**config.mk**
```make
export PLATFORM = sky130hd
export DESIGN_NAME = rmii_byte_receiver
export DESIGN_NICKNAME = d
export VERILOG_FILES = /design/src/rtl/rmii_pkg.sv /design/src/rtl/rmii_sample_strobe.sv /design/src/rtl/rmii_byte_receiver.sv
export SDC_FILE = /design/constraint.sdc
export NUM_CORES = 1
export LEC_CHECK = 0
export ABC_AREA = 1
export BUFFER_PORTS_ARGS = -buffer_cell sky130_fd_sc_hd__buf_4
export CAP_MARGIN = 25
export CORE_ASPECT_RATIO = 0.75
export CORE_UTILIZATION = 41
export CTS_CLUSTER_SIZE = 10
export DETAILED_ROUTE_END_ITERATION = 7
export SYNTH_ARGS = -nofsm -noshare
export SYNTH_HDL_FRONTEND = slang
export SYNTH_SLANG_ARGS = --single-unit
```
**constraint.sdc**
```tcl
create_clock -name clock -period 4 [get_ports clock]
set_input_delay 0.4 -clock clock [delete_from_list [all_inputs] [get_ports clock]]
set_output_delay 0.4 -clock clock [all_outputs]
set_load 0.01 [all_outputs]
```
**src/rtl/rmii_pkg.sv**
```systemverilog
// Shared RMII definitions: speed codes, dibit values, receive FSM states and
// the received-byte payload layout.
package rmii_pkg;

    localparam int unsigned DIBIT_W    = 2;
    localparam int unsigned BYTE_W     = 8;
    localparam int unsigned DATA_W     = BYTE_W + 1;
    localparam int unsigned SPEED_W    = 2;
    localparam int unsigned DIV_W      = 4;
    localparam int unsigned PRE_CNT_W  = 8;
    localparam int unsigned BYTE_CNT_W = 11;

    localparam logic [SPEED_W-1:0] SPEED_CODE_100_DEFAULT = SPEED_W'(1);
    localparam logic [SPEED_W-1:0] SPEED_CODE_10_DEFAULT  = SPEED_W'(0);

    // Divider terminal counts: one clock per dibit at 100M, ten at 10M.
    localparam logic [DIV_W-1:0] DIV_LIMIT_100 = DIV_W'(0);
    localparam logic [DIV_W-1:0] DIV_LIMIT_10  = DIV_W'(9);

    localparam logic [DIBIT_W-1:0] DIBIT_IDLE          = 2'b00;
    localparam logic [DIBIT_W-1:0] DIBIT_PREAMBLE      = 2'b01;
    localparam logic [DIBIT_W-1:0] DIBIT_SFD           = 2'b11;
    localparam logic [DIBIT_W-1:0] DIBIT_FALSE_CARRIER = 2'b10;

    typedef enum logic [1:0] {
        S_IDLE,
        S_PREAMBLE,
        S_DATA,
        S_DROP
    } state_type;

    // Byte handed to the MAC: first marks the first byte after SFD.
    typedef struct packed {
        logic              first;
        logic [BYTE_W-1:0] octet;
    } rx_data_t;

endpackage

```
**src/rtl/rmii_sample_strobe.sv**
```systemverilog
// RMII sample strobe generator, shared by receive and transmit paths.
// Ports:
//   clock, reset_n  reference clock, synchronous active-low reset
//   resync          forces the divider phase to 0 this clock and latches speed_code
//   speed_code      link speed; anything other than the 10M code runs at 100M
//   strobe_c        combinational strobe, high at mid-dibit (div == limit>>1)
module rmii_sample_strobe
    import rmii_pkg::*;
#(
    parameter logic [SPEED_W-1:0] SPEED_CODE_100_MEGABIT = SPEED_CODE_100_DEFAULT,
    parameter logic [SPEED_W-1:0] SPEED_CODE_10_MEGABIT  = SPEED_CODE_10_DEFAULT
) (
    input  logic               clock,
    input  logic               reset_n,
    input  logic               resync,
    input  logic [SPEED_W-1:0] speed_code,
    output logic               strobe_c
);

    logic [SPEED_W-1:0] speed_q;
    logic [SPEED_W-1:0] speed_eff;
    logic [DIV_W-1:0]   div_q;
    logic [DIV_W-1:0]   div_d;
    logic [DIV_W-1:0]   div_now;
    logic [DIV_W-1:0]   limit;

    // Divider phase and strobe; a resync takes effect in the same clock.
    always_comb begin
        speed_eff = resync ? speed_code : speed_q;
        limit     = (speed_eff == SPEED_CODE_10_MEGABIT) ? DIV_LIMIT_10 : DIV_LIMIT_100;
        div_now   = resync ? '0 : div_q;
        strobe_c  = (div_now == (limit >> 1));
        div_d     = (div_now >= limit) ? '0 : div_now + DIV_W'(1);
    end

    always_ff @(posedge clock) begin
        if (!reset_n) begin
            div_q   <= '0;
            speed_q <= SPEED_CODE_100_MEGABIT;
        end else begin
            div_q <= div_d;
            if (resync) begin
                speed_q <= speed_code;
            end
        end
    end

endmodule

```
**src/rtl/rmii_byte_receiver.sv**
```systemverilog
// RMII receive deframer: strips preamble/SFD and assembles LSB-first dibits
// into bytes for the MAC.
// Ports:
//   clock, reset_n  50 MHz REF_CLK, synchronous active-low reset
//   crs_dv, rxd     RMII receive interface (already synchronous)
//   speed_code      link speed, latched at the start of each frame
//   data            {first-byte flag, byte}
//   data_valid      one-clock strobe qualifying data
//   frame_done      one-clock end-of-frame strobe
//   frame_error     qualifies frame_done: misaligned end or oversize
//   rx_active       high from SFD until frame_done
module rmii_byte_receiver
    import rmii_pkg::*;
#(
    parameter logic [SPEED_W-1:0] SPEED_CODE_100_MEGABIT = SPEED_CODE_100_DEFAULT,
    parameter logic [SPEED_W-1:0] SPEED_CODE_10_MEGABIT  = SPEED_CODE_10_DEFAULT,
    parameter int unsigned        MIN_PREAMBLE_DIBITS    = 4,
    parameter int unsigned        MAX_FRAME_BYTES        = 1522
) (
    input  logic               clock,
    input  logic               reset_n,
    input  logic               crs_dv,
    input  logic [DIBIT_W-1:0] rxd,
    input  logic [SPEED_W-1:0] speed_code,
    output logic [DATA_W-1:0]  data,
    output logic               data_valid,
    output logic               frame_done,
    output logic               frame_error,
    output logic               rx_active
);

    localparam logic [PRE_CNT_W-1:0]  MIN_PRE      = PRE_CNT_W'(MIN_PREAMBLE_DIBITS);
    localparam logic [BYTE_CNT_W-1:0] OVERSIZE_CNT = BYTE_CNT_W'(MAX_FRAME_BYTES + 1);

    state_type             state_q, state_d;
    logic                  armed_q, armed_d;
    logic                  synced_q, synced_d;
    logic [PRE_CNT_W-1:0]  pre_cnt_q, pre_cnt_d;
    logic [1:0]            dib_idx_q, dib_idx_d;
    logic [5:0]            shift_q, shift_d;
    logic                  first_q, first_d;
    logic [BYTE_CNT_W-1:0] byte_cnt_q, byte_cnt_d;
    rx_data_t              data_q, data_d;
    logic                  data_valid_q, data_valid_d;
    logic                  frame_done_q, frame_done_d;
    logic                  frame_error_q, frame_error_d;
    logic                  rx_active_q, rx_active_d;
    logic                  resync_c;
    logic                  strobe_c;

    // First clock of a candidate preamble re-phases the divider to the dibit edge.
    assign resync_c = (state_q == S_IDLE) && armed_q && crs_dv
                      && (rxd == DIBIT_PREAMBLE) && !synced_q;

    rmii_sample_strobe #(
        .SPEED_CODE_100_MEGABIT (SPEED_CODE_100_MEGABIT),
        .SPEED_CODE_10_MEGABIT  (SPEED_CODE_10_MEGABIT)
    ) u_strobe (
        .clock      (clock),
        .reset_n    (reset_n),
        .resync     (resync_c),
        .speed_code (speed_code),
        .strobe_c   (strobe_c)
    );

    // Next-state and output decode.
    always_comb begin
        state_d       = state_q;
        armed_d       = armed_q | ~crs_dv;
        synced_d      = synced_q;
        pre_cnt_d     = pre_cnt_q;
        dib_idx_d     = dib_idx_q;
        shift_d       = shift_q;
        first_d       = first_q;
        byte_cnt_d    = byte_cnt_q;
        data_d        = data_q;
        data_valid_d  = 1'b0;
        frame_done_d  = 1'b0;
        frame_error_d = 1'b0;
        rx_active_d   = rx_active_q;

        // Only one resync per idle carrier episode.
        if ((state_q != S_IDLE) || !crs_dv) begin
            synced_d = 1'b0;
        end else if (resync_c) begin
            synced_d = 1'b1;
        end

        if (strobe_c) begin
            unique case (state_q)
                S_IDLE: begin
                    if (armed_q && crs_dv && (rxd == DIBIT_PREAMBLE)) begin
                        state_d   = S_PREAMBLE;
                        pre_cnt_d = PRE_CNT_W'(1);
                    end
                end
                S_PREAMBLE: begin
                    if (!crs_dv) begin
                        state_d = S_IDLE;
                    end else if (rxd == DIBIT_PREAMBLE) begin
                        if (pre_cnt_q != '1) begin
                            pre_cnt_d = pre_cnt_q + PRE_CNT_W'(1);
                        end
                    end else if ((rxd == DIBIT_SFD) && (pre_cnt_q >= MIN_PRE)) begin
                        state_d     = S_DATA;
                        dib_idx_d   = 2'd0;
                        first_d     = 1'b1;
                        byte_cnt_d  = '0;
                        rx_active_d = 1'b1;
                    end else begin
                        // Early SFD, false carrier or idle dibit inside preamble.
                        state_d = S_DROP;
                    end
                end
                S_DATA: begin
                    if (byte_cnt_q >= OVERSIZE_CNT) begin
                        // Oversize byte was already emitted last strobe; abort now.
                        state_d       = S_DROP;
                        frame_done_d  = 1'b1;
                        frame_error_d = 1'b1;
                        rx_active_d   = 1'b0;
                    end else if (!crs_dv) begin
                        state_d       = S_IDLE;
                        frame_done_d  = 1'b1;
                        frame_error_d = (dib_idx_q != 2'd0);
                        rx_active_d   = 1'b0;
                    end else begin
                        dib_idx_d = dib_idx_q + 2'd1;
                        unique case (dib_idx_q)
                            2'd0: shift_d[1:0] = rxd;
                            2'd1: shift_d[3:2] = rxd;
                            2'd2: shift_d[5:4] = rxd;
                            default: begin
                                data_d.first = first_q;
                                data_d.octet = {rxd, shift_q};
                                data_valid_d = 1'b1;
                                first_d      = 1'b0;
                                if (byte_cnt_q != '1) begin
                                    byte_cnt_d = byte_cnt_q + BYTE_CNT_W'(1);
                                end
                            end
                        endcase
                    end
                end
                default: begin
                    if (!crs_dv) begin
                        state_d = S_IDLE;
                    end
                end
            endcase
        end
    end

    always_ff @(posedge clock) begin
        if (!reset_n) begin
            state_q       <= S_IDLE;
            armed_q       <= 1'b0;
            synced_q      <= 1'b0;
            pre_cnt_q     <= '0;
            dib_idx_q     <= '0;
            shift_q       <= '0;
            first_q       <= 1'b0;
            byte_cnt_q    <= '0;
            data_q        <= '0;
            data_valid_q  <= 1'b0;
            frame_done_q  <= 1'b0;
            frame_error_q <= 1'b0;
            rx_active_q   <= 1'b0;
        end else begin
            state_q       <= state_d;
            armed_q       <= armed_d;
            synced_q      <= synced_d;
            pre_cnt_q     <= pre_cnt_d;
            dib_idx_q     <= dib_idx_d;
            shift_q       <= shift_d;
            first_q       <= first_d;
            byte_cnt_q    <= byte_cnt_d;
            data_q        <= data_d;
            data_valid_q  <= data_valid_d;
            frame_done_q  <= frame_done_d;
            frame_error_q <= frame_error_d;
            rx_active_q   <= rx_active_d;
        end
    end

    assign data        = data_q;
    assign data_valid  = data_valid_q;
    assign frame_done  = frame_done_q;
    assign frame_error = frame_error_q;
    assign rx_active   = rx_active_q;

endmodule
```
=== Word level (Yosys, flattened, before mapping) ===
Index checks and enable logic that the tools add are counted.

* Bits in registers: 51
* Input bits: 7
* Output and inout bits: 13

* Add/sub/neg operators: 4
* Magnitude comparators: 3
* Eq/ne operators: 21
* Multiplexer cells: 44
* Bitwise operators: 7
* Reduce and logical (&&, ||, !) cells: 32

{| class="wikitable"
|+ Operator list
! operator !! number
|-
| $mux W11 || 7
|-
| $mux W8 || 4
|-
| $mux W2 || 11
|-
| $pmux W11 S2 || 1
|-
| $reduce_and A5 Y1 || 4
|-
| $ne A2 B2 Y1 const B || 9
|-
| $pmux W8 S2 || 1
|-
| $mux W1 || 14
|-
| $reduce_and A6 Y1 || 2
|-
| $add A11 B1 Y11 const B || 1
|-
| $ge A11 B11 Y1 const B || 1
|-
| $ne A11 B11 Y1 const B || 1
|-
| $reduce_and A9 Y1 || 1
|-
| $add A8 B1 Y8 const B || 1
|-
| $ge A8 B3 Y1 const B || 1
|-
| $mux W4 || 2
|-
| $ne A8 B8 Y1 const B || 1
|-
| $reduce_and A8 Y1 || 1
|-
| $reduce_bool A2 Y1 || 4
|-
| $logic_and A1 B1 Y1 || 7
|-
| $reduce_and A7 Y1 || 1
|-
| $eq A2 B1 Y1 const B || 3
|-
| $eq A2 B2 Y1 const B || 3
|-
| $logic_not A2 Y1 || 3
|-
| other kinds (17) || 27
|}

=== Logic depth before layout (Yosys ltp) ===
* Depth after elaboration: 11
* Mapped depth: 16

=== Cells and area by module ===
A second synthesis with hierarchy kept.

* Cells, all modules: 401
* Area, all modules: 2737.6 um^2

{| class="wikitable"
|+ Modules (own cells, without submodules)
! module !! instances !! cells an instance !! area each (um^2)
|-
| rmii_byte_receiver || 1 || 342 || 2363.5
|-
| rmii_sample_strobe || 1 || 59 || 374.1
|}

=== Worst setup path after synthesis ===
No wires, ideal clock.

* Path kind: reg-to-reg
* Start: register state_q[0]
* End: register byte_cnt_q[10]
* Library setup time: 113 ps
* Data arrival time: 1869 ps
* Required time: 3887 ps
* Setup slack: 2018 ps
* Cell stages (with the launch flop): 17
* Buffers on the path: 1
* Clock period less this slack: 1982 ps
* Cells stage by stage: dfxtp_1 > inv_1 > nand2_1 > nor2_2 > nand2_4 > inv_2 > nor2_1 > inv_1 > ha_1 > inv_1 > nor2_8 > nand3_4 > nor2_4 > buf_6 > nand2_1 > nand2_1 > nor2_1

* Word-level cells in the longest chain between the ends: 10
* Elaborated cells between the ends (all ways): 22

{| class="wikitable"
|+ RTL lines
! item !! line !! RTL
|-
| start: declaration || rmii_byte_receiver.sv:35 || <nowiki>state_type state_q, state_d;</nowiki>
|-
| start signal: assignment || rmii_byte_receiver.sv:170 || <nowiki>state_q <= state_d;</nowiki>
|-
| $logic_not A2 Y1 || rmii_byte_receiver.sv:52 || <nowiki>assign resync_c = (state_q == S_IDLE) && armed_q && crs_dv</nowiki>
|-
| $logic_and A1 B1 Y1 (2 in a row) || rmii_byte_receiver.sv:52 ||
|-
| $logic_and A1 B1 Y1 (2 in a row) || rmii_byte_receiver.sv:53 || <nowiki>&& (rxd == DIBIT_PREAMBLE) && !synced_q;</nowiki>
|-
| $mux W2 || n/a ||
|-
| $logic_not A2 Y1 || rmii_sample_strobe.sv:30 || <nowiki>limit = (speed_eff == SPEED_CODE_10_MEGABIT) ? DIV_LIMIT_10 : DIV_LIMIT_100;</nowiki>
|-
| $mux W4 || rmii_sample_strobe.sv:30 ||
|-
| $eq A4 B3 Y1 || rmii_sample_strobe.sv:32 || <nowiki>strobe_c = (div_now == (limit >> 1));</nowiki>
|-
| $reduce_and A9 Y1 (no line) || n/a ||
|-
| end signal: assignment || rmii_byte_receiver.sv:177 || <nowiki>byte_cnt_q <= byte_cnt_d;</nowiki>
|-
| end: declaration || rmii_byte_receiver.sv:42 || <nowiki>logic [BYTE_CNT_W-1:0] byte_cnt_q, byte_cnt_d;</nowiki>
|}

Several ways; a longest one is shown, not always the timed one.
A chain may end at the register's enable or synchronous reset.

=== Final worst setup path ===
* Start: register state_q[1]
* End: register byte_cnt_q[6]

The elaborated chain is that of the path after synthesis.

==> impl_results.md <==
- DR WL/cell: 10.9 um
- Post-synthesis cell area: 2820 um2
- # DRC: 2
- Detailed placement HPWL: 4130 um
- Starting DRT DRC Count: 114
- Slew @ Worst Pin: 654 ps
- Fillers: 674
- CP max FO: 23
- Avg Cell Area, Syn: 6.53 um2
- Synth top area share: 36.2%
- Drt via density: 4.78
- Slew margin rel.: 56.1%
- Sum Neg Setup Slack: 0 ps
- Synth Area in Compound Gates: 7.05%
- Setup bufs post-CTS: 0
- NumNets Final: 467
- Post-route ant nets: 0
- GRT Util Overall: 17.2%
- First-pass DRT Iterations: 6
- Clk slew on worst S/H paths: 90 ps
- CTS root buf: clkbuf_8
- Share of cells above drive strength 1: 10.2%
- Top FF cell, synth: dfxtp_1
- Cell count after synthesis: 432
- Setup crit start kind: register
- Vias: 2532
- Power Total: 1.16 mW
- Synth Area in Adders: 4.88%
- Outcome: finished, violations left
- Seq cells post-synth: 51
- Rows: 25
- First-pass GRT wire length: 9920 um
- IO Pins: 20
- Clk Latency, worst-skew pair: 310 ps
- Vias in the first global route: 2152
- Port Buffers: 19
- Worst Hold Class: in2reg
- Synth area leader: dfxtp_1
- Failing checks: DRC
- Max Root-Sink Buffers: 2
- Minimum clock period after layout: 2440 ps
- Leakage power: 1.44 nW
- Final hold vios: 0
- H-tree lvl count: 2
- Most instantiated cells after synthesis: nand2_1, nor2_1, inv_1
- Largest family of logic cells by synthesized area: simple AND/OR/NAND/NOR gates
- Syn Nets: 450
- CTS Buf Count: 5
- Max cap viols: 0
- Setup violations, final: 0
- Final wirelength: 5800 um
- WHS: 384 ps
- Fin crit share: 61.1%
- Ys async rst share: 0%
- Post-synth EDFFs: 0
- Starting Density: 43.6%
- P&R area growth vs syn: 10.2%
- Largest net degree at the start of global routing: 34
- Peak supply drop: 181 uV
- Core area: 6470 um2
- Crit path required time: 4210 ps
- Fin. max-slew vios: 0
- Post-synthesis xor/xnor area fraction: 0.311%
- Hold_buf cts: 0
- Ys Warns: 0
- CTS tree: done
- Cell area after placement: 3010 um2
- CP endpoint kind: register
- Skew final: 4.96 ps
- Ant diodes: 0
- TritonCTS Sinks: 51
- GP Congestion: 0.806
- Top post-synthesis cells by area: dfxtp_1, nand2_1, nor2_1
- Global route overflow: 0
- R2R setup slack: 1560 ps
- Mux contribution to synthesized area: 0.355%
- DIE WIDTH: 97.8 um
- Unrepaired setup endpoints after global routing: false
- Pwr Density: 372 nW/um2
- Critical path class: reg2reg
- Sequential cell area fraction in the yosys report: 36.2%
- Die Ht: 73.8 um
- Fmax: 409 MHz
- Final Cell Area: 3110 um2
- Post-synth cell types: 32
- Critical path arrival: 2650 ps
- Die area: 7220 um2
- Initial antenna violation count: 0
- Most frequent cell after synthesis: nand2_1
- Resize count post-CTS: 0
- Simple-gate portion of the synthesized area: 42.1%
==> state kept, by name, indices dropped and copies added (netlist names) <==
register and flops:
armed_q 1, byte_cnt_q 11, data 9, data_valid 1
dib_idx_q 2, first_q 1, frame_done 1, frame_error 1
pre_cnt_q 8, rx_active 1, shift_q 6, state_q 2
synced_q 1, u_strobe.div_q 4, u_strobe.speed_q 2
==> area by class of cell <==
| cell class | count | area, um2 | area share, % |
|---|---|---|---|
| Multi-Input combinational cell | 319 | 1540 | 49.6 |
| Sequential cell | 51 | 1020 | 32.9 |
| Inverter | 53 | 199 | 6.40 |
| Timing Repair Buffer | 19 | 143 | 4.59 |
| Tap cell | 81 | 101 | 3.26 |
| Clock buffer | 6 | 72.6 | 2.33 |
| Clock inverter | 1 | 30.0 | 0.966 |
==> kinds of logic after synthesis <==
kind of cell | Yosys count
buffers and inverters | 62
xor gates and xnor gates | 1
adders and majority gates | 11
and+or+nand+nor | 269
DFF | 51
muxes | 1
AOI/OAI and AO/OA | 37
==> power by group <==
part | internal (mW) | switching, mW
combinational | 0.0742 | 0.150
clock | 0.184 | 0.170
sequential | 0.543 | 0.0341
total | 0.801 | 0.354
==> layer usage <==
metal / up-vias / GRT usage, % / wire, um
met5: - / 0 / 0
met4: 0 / 5.05 / 63
met3: 7 / 3.71 / 223
met2: 40 / 26.3 / 2430
met1: 1105 / 24.5 / 3080
li1: 1380 / - / -
==> path summary, 6_finish.rpt <==
| path | start | end | depth (start not counted) |
|---|---|---|---|
| worst max register to register | state_q[1] | byte_cnt_q[6] | 15 |
| worst min register to register | first_q | first_q | 2 |
| worst min-delay path | rxd[1] | shift_q[1] | 3 |
| worst max-delay path | state_q[1] | byte_cnt_q[6] | 15 |
==> metrics by stage <==
stage	utilization, %	setup WS [ps]	std cells
4_1_cts	48.0	1560	530
2_1_floorplan	-	2020	432
3_5_place_dp	46.4	1520	523
6_report	48.0	1560	530
5_1_grt	48.0	1240	530
3_3_place_gp	46.4	1560	523
==> worst max-delay path, stage by stage, from the launching register on <==
cell	delay, ps
dfxtp_1	340
inv_1	90
nand2_1	160
nor2_2	220
nand2_4	100
inv_2	70
nor2_1	60
inv_1	100
ha_1	160
inv_1	90
nor2_8	190
nand3_4	130
nor2_4	420
nand2_1	100
nand2_1	80
nor2_1	40
==> placed cells by master, fill, tap and decap left out, types with 3 or more instances in the layout <==
cell type,n
dfxtp_1,51
or2_2,3
nor3_1,3
nor2_1,98
inv_1,52
a21oi_1,20
clkbuf_8,5
o21ai_0,10
buf_4,19
nand3_1,26
nand2_2,7
nor2_4,3
ha_1,11
nand2_1,110
nand4_1,9
(Power assumes the default switching activity.)
